**src/rtl/id_stage.sv**
```systemverilog
// MIPS instruction-decode stage: register file with write-back bypass, control
// decoder, sign extension, load-use/branch hazard unit, early beq resolution.
module id_stage #(
  parameter int COUNT_W = 16
) (
  input  logic               clk,
  input  logic               rst,
  input  logic [31:0]        instr_in,
  input  logic [31:0]        pc_plus4_in,
  input  logic               wb_reg_write,
  input  logic [4:0]         wb_write_reg,
  input  logic [31:0]        wb_write_data,
  input  logic               ex_mem_read,
  input  logic               ex_reg_write,
  input  logic [4:0]         ex_write_reg,
  input  logic               mem_reg_write,
  input  logic [4:0]         mem_write_reg,
  output logic               RegDst,
  output logic               ALUSrc,
  output logic               MemtoReg,
  output logic               RegWrite,
  output logic               MemRead,
  output logic               MemWrite,
  output logic [1:0]         ALUOp,
  output logic [31:0]        pc_plus4_out,
  output logic [31:0]        read_data1,
  output logic [31:0]        read_data2,
  output logic [31:0]        sign_ext,
  output logic [4:0]         rs,
  output logic [4:0]         rt,
  output logic [4:0]         rd,
  output logic               idex_flush,
  output logic               pc_write,
  output logic               ifid_write,
  output logic               ifid_flush,
  output logic               branch_taken,
  output logic [31:0]        branch_target,
  output logic [COUNT_W-1:0] stall_count
);

  localparam logic [5:0] OP_RTYPE = 6'b000000;
  localparam logic [5:0] OP_LW    = 6'b100011;
  localparam logic [5:0] OP_SW    = 6'b101011;
  localparam logic [5:0] OP_BEQ   = 6'b000100;
  localparam logic [5:0] OP_ADDI  = 6'b001000;

  logic [31:0]        rf_q [32];
  logic [31:0]        rf_d [32];
  logic [COUNT_W-1:0] stall_count_q, stall_count_d;

  logic [5:0] opcode;
  logic       wb_we;
  logic       is_beq;
  logic       uses_rt;
  logic       load_use;
  logic       br_haz;
  logic       stall;

  assign opcode       = instr_in[31:26];
  assign rs           = instr_in[25:21];
  assign rt           = instr_in[20:16];
  assign rd           = instr_in[15:11];
  assign sign_ext     = {{16{instr_in[15]}}, instr_in[15:0]};
  assign pc_plus4_out = pc_plus4_in;
  assign wb_we        = wb_reg_write && (wb_write_reg != 5'd0);

  // Reads see a same-cycle write-back so the decode never uses a stale operand.
  always_comb begin
    read_data1 = rf_q[rs];
    if (rs == 5'd0) read_data1 = 32'd0;
    else if (wb_we && (wb_write_reg == rs)) read_data1 = wb_write_data;
    read_data2 = rf_q[rt];
    if (rt == 5'd0) read_data2 = 32'd0;
    else if (wb_we && (wb_write_reg == rt)) read_data2 = wb_write_data;
  end

  always_comb begin
    rf_d = rf_q;
    if (wb_we) rf_d[wb_write_reg] = wb_write_data;
  end

  always_comb begin
    RegDst   = 1'b0;
    ALUSrc   = 1'b0;
    MemtoReg = 1'b0;
    RegWrite = 1'b0;
    MemRead  = 1'b0;
    MemWrite = 1'b0;
    ALUOp    = 2'b00;
    is_beq   = 1'b0;
    uses_rt  = 1'b0;
    case (opcode)
      OP_RTYPE: begin
        RegDst   = 1'b1;
        RegWrite = 1'b1;
        ALUOp    = 2'b10;
        uses_rt  = 1'b1;
      end
      OP_LW: begin
        ALUSrc   = 1'b1;
        MemtoReg = 1'b1;
        RegWrite = 1'b1;
        MemRead  = 1'b1;
      end
      OP_SW: begin
        ALUSrc   = 1'b1;
        MemWrite = 1'b1;
        uses_rt  = 1'b1;
      end
      OP_BEQ: begin
        ALUOp    = 2'b01;
        is_beq   = 1'b1;
        uses_rt  = 1'b1;
      end
      OP_ADDI: begin
        ALUSrc   = 1'b1;
        RegWrite = 1'b1;
      end
      default: ;
    endcase
  end

  function automatic logic src_match(input logic [4:0] r, input logic [4:0] s,
                                     input logic [4:0] t, input logic use_t);
    return (r != 5'd0) && ((r == s) || ((r == t) && use_t));
  endfunction

  // Control outputs stay ungated on a stall; the ID/EX flush makes the bubble.
  always_comb begin
    load_use = ex_mem_read && src_match(ex_write_reg, rs, rt, uses_rt);
    br_haz   = is_beq &&
               ((ex_reg_write && src_match(ex_write_reg, rs, rt, uses_rt)) ||
                (mem_reg_write && src_match(mem_write_reg, rs, rt, uses_rt)));
    stall        = load_use || br_haz;
    pc_write     = !stall;
    ifid_write   = !stall;
    idex_flush   = stall;
    branch_taken = is_beq && !stall && (read_data1 == read_data2);
    ifid_flush   = branch_taken;
  end

  assign branch_target = pc_plus4_in + {sign_ext[29:0], 2'b00};

  always_comb begin
    stall_count_d = stall_count_q;
    if (stall && !(&stall_count_q)) stall_count_d = stall_count_q + 1'b1;
  end

  assign stall_count = stall_count_q;

  always_ff @(posedge clk or posedge rst) begin
    if (rst) begin
      for (int i = 0; i < 32; i++) rf_q[i] <= 32'd0;
      stall_count_q <= '0;
    end else begin
      rf_q          <= rf_d;
      stall_count_q <= stall_count_d;
    end
  end

endmodule

```
**config.mk**
```make
export PLATFORM = sky130hd
export DESIGN_NAME = id_stage
export DESIGN_NICKNAME = d
export VERILOG_FILES = /design/src/rtl/id_stage.sv
export SDC_FILE = /design/constraint.sdc
export NUM_CORES = 2
export LEC_CHECK = 0
export CAP_MARGIN = 20
export CORE_UTILIZATION = 45
export DETAILED_ROUTE_END_ITERATION = 10
export MAX_ROUTING_LAYER = met4
export PLACE_DENSITY_LB_ADDON = 0.25
export SLEW_MARGIN = 10
export SYNTH_ARGS = -nofsm -noshare
export SYNTH_HDL_FRONTEND = slang
export SYNTH_SLANG_ARGS = --single-unit
export TNS_END_PERCENT = 100
```
**constraint.sdc**
```tcl
create_clock -name clk -period 99.7 [get_ports clk]
set_input_delay 29.91 -clock clk [delete_from_list [all_inputs] [get_ports clk]]
set_output_delay 29.91 -clock clk [all_outputs]
set_load 0.03 [all_outputs]
```
== Word-level counts from Yosys, hierarchy flattened ==
Cells that the tools add are included.
Storage, ports and cells
  logic and storage cells: 105
  latch bits: 0
  register bits after elaboration: 1040
  bits in writable memories: 0
  memories kept: 0
  ROM bits: 0
Operators by class
  shift operators: 0
  divide/modulo/power cells: 0
  equal/unequal tests: 11
  multiply operators: 0
  muxes and demuxes: 21
  order comparisons: 4
  add/subtract/negate cells: 2
  bitwise operators: 3
  reduce and logical (&&, ||, !) cells: 31
Operators by type and width (count)
  bitwise mux 1024 bit: 1
  binary-select mux 32 bit (select 5 bit): 2
  2-to-1 mux 32 bit: 9
  demux 32 bit (select 5 bit): 1
  adder 32 bit: 1
  equality test 32 bit: 1
  equality test 5 bit: 6
  greater-or-equal comparator 6 bit, second input constant: 3
  inverter 5 -> 6 bit: 3
  adder 16 x 1 -> 16 bit, second input constant: 1
  AND reduction 16 bit: 1
  logical AND 1 bit: 15
  nonzero test 5 bit: 3
  equality test 6 bit, second input constant: 2
  zero test 5 bit: 2
  OR reduction 3 bit: 3
  2-to-1 mux 1 bit: 7
  equality test 6 x 3 -> 1 bit, second input constant: 1
  equality test 6 x 4 -> 1 bit, second input constant: 1
  zero test 6 bit: 1
  less-than comparator 6 x 1 -> 1 bit, second input constant: 1
  logical OR 1 bit: 4
  case mux 2 bit (2 select lines): 1
  zero test 1 bit: 2

== Longest topological paths before layout ==
  word-level depth: 13
  mapped depth: 17
  depth with buffers taken out: 11

== Least setup slack after synthesis ==
Ideal clock, no wire load.
  path type: in2out
  start: input instr_in[16]
  end: output ifid_flush
  stages: 14
  data arrival time: 33563 ps
  path slack: 36227 ps
  required time: 69790 ps
  path through: buf_6 > buf_4 > buf_4 > buf_4 > buf_2 > mux2i_1 > o31ai_1 > nor3_1 > nor3_1 > xor2_1 > or4b_1 > nor3_1 > and4b_1 > buf_4
RTL lines
  start, declared: RTL line 8  | input logic [31:0] instr_in,
  inverter 5 -> 6 bit (not written as such): RTL line 72  | read_data2 = rf_q[rt];
  binary-select mux 32 bit (select 5 bit): RTL line 72
  2-to-1 mux 32 bit (not written as such) (2 in series): RTL line 72
  2-to-1 mux 32 bit: RTL line 74  | else if (wb_we && (wb_write_reg == rt)) read_data2 = wb_write_data;
  2-to-1 mux 32 bit *: RTL line 73  | if (rt == 5'd0) read_data2 = 32'd0;
  via read_data2[18]: RTL line 27  | output logic [31:0] read_data2,
  equality test 32 bit *: RTL line 138  | branch_taken = is_beq && !stall && (read_data1 == read_data2);
  logical AND 1 bit *: RTL line 138
  end, declared: RTL line 35  | output logic ifid_flush,
The timed path passes the listed nets; every way through them passes the cells marked *. The select of a mux whose other input is x is not followed.

== Final worst setup path ==
  start: input wb_write_reg[3]
  end: output branch_taken
On the way
  cells in the longest elaborated chain, start to end: 7
RTL lines
  start, declared: RTL line 11  | input logic [4:0] wb_write_reg,
  nonzero test 5 bit: RTL line 65  | assign wb_we = wb_reg_write && (wb_write_reg != 5'd0);
  logical AND 1 bit: RTL line 65
  logical AND 1 bit, on equally long branches: RTL line 71, 74
  2-to-1 mux 32 bit, on equally long branches: RTL line 71, 74
  2-to-1 mux 32 bit, on equally long branches: RTL line 70, 73
  equality test 32 bit *: RTL line 138
  logical AND 1 bit *: RTL line 138
  end, declared: RTL line 36  | output logic branch_taken,
Every way passes the cells marked *; elsewhere a longest branch is shown, timed or not.

==> flow_metrics.py <==
metrics = {
    "synthesis": {
        "synth-edff-count": 0,
        "synth_cells": 4093,
        "ys_seq_elements": 1040,
        "avgSynthCellArea_um2": 14.33,
        "syn_area_mm2": 0.05865,
        "synth_nets": 4241,
        "ys_seq_area_share_pct": 44.37,
        "synth-main-ff-cell": "dfrtp_1",
        "async_flop_share_pct": 100.0,
        "yosys_warnings": 0,
        "synth_cell_types": 80,
    },
    "power_and_ir_drop": {
        "power_density_mw_per_mm2": 20.14,
        "p_leak_uw": 0.02828,
        "total_power_uw": 1343,
        "peakVddDrop_mv": 0.01545,
    },
    "die": {
        "io_pins": 321,
        "fp.dieW_um": 363.0,
        "rows": 132,
        "start_util_pct": 45.35,
        "dieArea_mm2": 0.1318,
        "die_h_um": 363.0,
        "core_area_mm2": 0.1293,
    },
    "drt": {
        "firstDrtPassIters": 7,
        "drc": 0,
        "wl_per_cell_um": 31.76,
        "via_per_inst": 6.468,
        "detail_route.iter0.violations": 3686,
        "drt-total-wl_mm": 190.0,
        "final_antenna_net_count": 0,
        "via_count": 38690,
    },
    "place": {
        "io_buffers": 314,
        "gp_congestion": 0.8376,
        "placed_cells": 5759,
        "hpwl_mm": 109.6,
    },
    "setup_path": {
        "path_cells": "clkdlybuf4s50_1, nor3_1, a21bo_1, nor3_2, buf_4, nor2_4, buf_4, a221o_1, xor2_1, nor4b_1, nand3_1, and4b_1, clkdlybuf4s50_1",
        "cp_slowest_cell": "nor3_1",
        "crit_path_max_incr_delay_ns": 0.95,
        "cp_data_arrival_time_ns": 36.32,
        "endpoint_kind": "primary output",
        "cp-start-kind": "input pin",
        "crit_required_ns": 69.79,
        "crit_fanout": 38,
        "path_class": "input pin to primary output",
        "r2r_start": "stall_count[7]",
        "crit_start": "wb_write_reg[3]",
    },
    "min_path": {
        "hold_path_class": "flip-flop to flip-flop",
        "hp-start": "rf_q[1007]",
    },
    "flow_run": {
        "cap_violations": 0,
    },
    "clock_tree": {
        "cts.path.max_buffers": 3,
        "cts_buffers": 117,
        "cts_root_buf": "clkbuf_16",
        "hold_buffers": 0,
        "path_clk_slew_ns": 0.06,
        "post_cts_buffers": 0,
        "post_cts_resized": 0,
        "clock_latency_ns": 0.71,
        "h-tree-depth": 3,
        "cts_sinks": 1040,
        "tritoncts": "yes",
    },
    "grt": {
        "overflow": 0,
        "grt_pass1_wl_mm": 277.5,
        "grt.total_usage_pct": 29.75,
        "grt_max_degree": 101,
        "grt_pass1_vias": 38630,
        "antenna_found_initial": 6,
    },
    "timing": {
        "max_freq_mhz": 15.10,
        "rsz0062_at_grt": "no",
        "hold_ws_ns": 0.3951,
        "setup-tns-final_ns": 0,
        "slew_headroom_pct": 28.49,
        "worst_pin_slew_ns": 1.073,
        "finalCritPeriodShare_pct": 66.43,
        "finalSetupViolCount": 0,
        "skew_ns": 0.001999,
        "drv_slew": 0,
        "period_needed_ns": 66.23,
        "hold_viol_final": 0,
    },
    "layout": {
        "layout.cells.non_filler": 5982,
        "drive_gt1_share_pct": 44.18,
        "nets": 4289,
        "seq_area_mm2": 0.02603,
        "multi_input_area_mm2": 0.03012,
        "area_delta_synth_final_pct": 13.69,
        "fill_cells": 10840,
    },
    "status": {
        "status": "finished clean",
    },
}
==> sequential cells by signal, indices dropped and copies added, names as in the netlist <==
name,cells
stall_count,16
rf_q,1024
==> power breakdown <==
group | internal (uW) | total [uW] | switching, uW
Sequential | 501 | 558 | 57.0
Clock | 282 | 465 | 183
Combinational | 176 | 320 | 144
==> area by class of cell <==
| class | count | share of cell area, % |
|---|---|---|
| antenna | 5 | 0.01876 |
| clock buffer | 165 | 5.025 |
| clock inverter | 48 | 1.126 |
| inverter | 19 | 0.1182 |
| multi-input combinational | 2531 | 45.17 |
| sequential | 1040 | 39.03 |
| tap | 1742 | 3.269 |
| timing repair buffer | 432 | 6.243 |
==> worst max-delay path: cells and delay by family <==
family	cells	cell delay (ns)
xor gates and xnor gates	1	0.14
AOI/OAI and AO/OA	2	0.80
and+or+nand+nor	6	3.21
buffers and inverters	4	2.22
==> placed cells by master (no fill, tap or decap), types with 56 or more instances in the layout <==
master	netlist	final
buf_4	123	110
a21oi_1	56	56
nand2_1	120	105
o21ai_0	70	70
clkbuf_16	0	119
mux2_2	985	985
clkdlybuf4s50_1	0	304
dfrtp_1	1040	1040
xnor2_1	66	66
mux4_2	523	523
nor2_1	87	73
mux2i_1	121	121
==> routing by layer <==
layer	track usage, %	routed length, um	share of wire, %	vias up
met3	5.849	15160	8.0	389
li1	-	-	-	15760
met4	10.90	7208	3.8	0
met5	-	0	0	-
met1	39.56	78740	41	20830
met2	45.34	88880	47	1719
==> cells by family (layout without fill, tap and decap cells) <==
group                      Yosys count  after routing  synth area share, %
muxes                             1630           1630                41.11
DFF                               1040           1040                44.37
adders and majority gates           31             31               0.6741
AOI/OAI and AO/OA                  339            339                4.026
buffers and inverters              522            664                4.608
other                                0              5                    0
xor gates and xnor gates           100            100                1.493
and+or+nand+nor                    431            431                3.721
==> synthesized netlist by cell type (all sizes together) (34+ instances only) <==
library cell,count,share of area (%)
a211oi,40,0.51
a21oi,56,0.48
buf,237,2.8
clkbuf,266,1.7
dfrtp,1040,44
mux2,985,19
mux2i,121,2.1
mux4,524,20
nand2,120,0.77
nor2,87,0.56
nor2b,47,0.50
nor3,37,0.32
o21ai,73,0.62
xnor2,66,0.99
xor2,34,0.51
==> final timing paths <==
| path | end | slack [ns] | depth (start not counted) |
|---|---|---|---|
| worst max register to register | stall_count[13] | 97.45 | 7 |
| max in group asynchronous | rf_q[45] | 65.35 | 7 |
| worst max-delay path | branch_taken | 33.47 | 13 |
| min in group asynchronous | rf_q[252] | 29.71 | 2 |
| worst min-delay path | rf_q[1007] | 0.40 | 0 |
| worst min register to register | rf_q[1007] | 0.40 | 0 |
==> through the flow <==
stage,instance area (um2),worst slack (ns),util (%)
2_1_floorplan,58650,36.23,-
3_3_place_gp,62480,33.58,48.32
3_5_place_dp,62480,33.54,48.32
4_1_cts,66580,33.54,51.49
5_1_grt,66680,33.43,51.56
6_report,66680,33.47,51.56
Power figures use the tool's default switching activity.
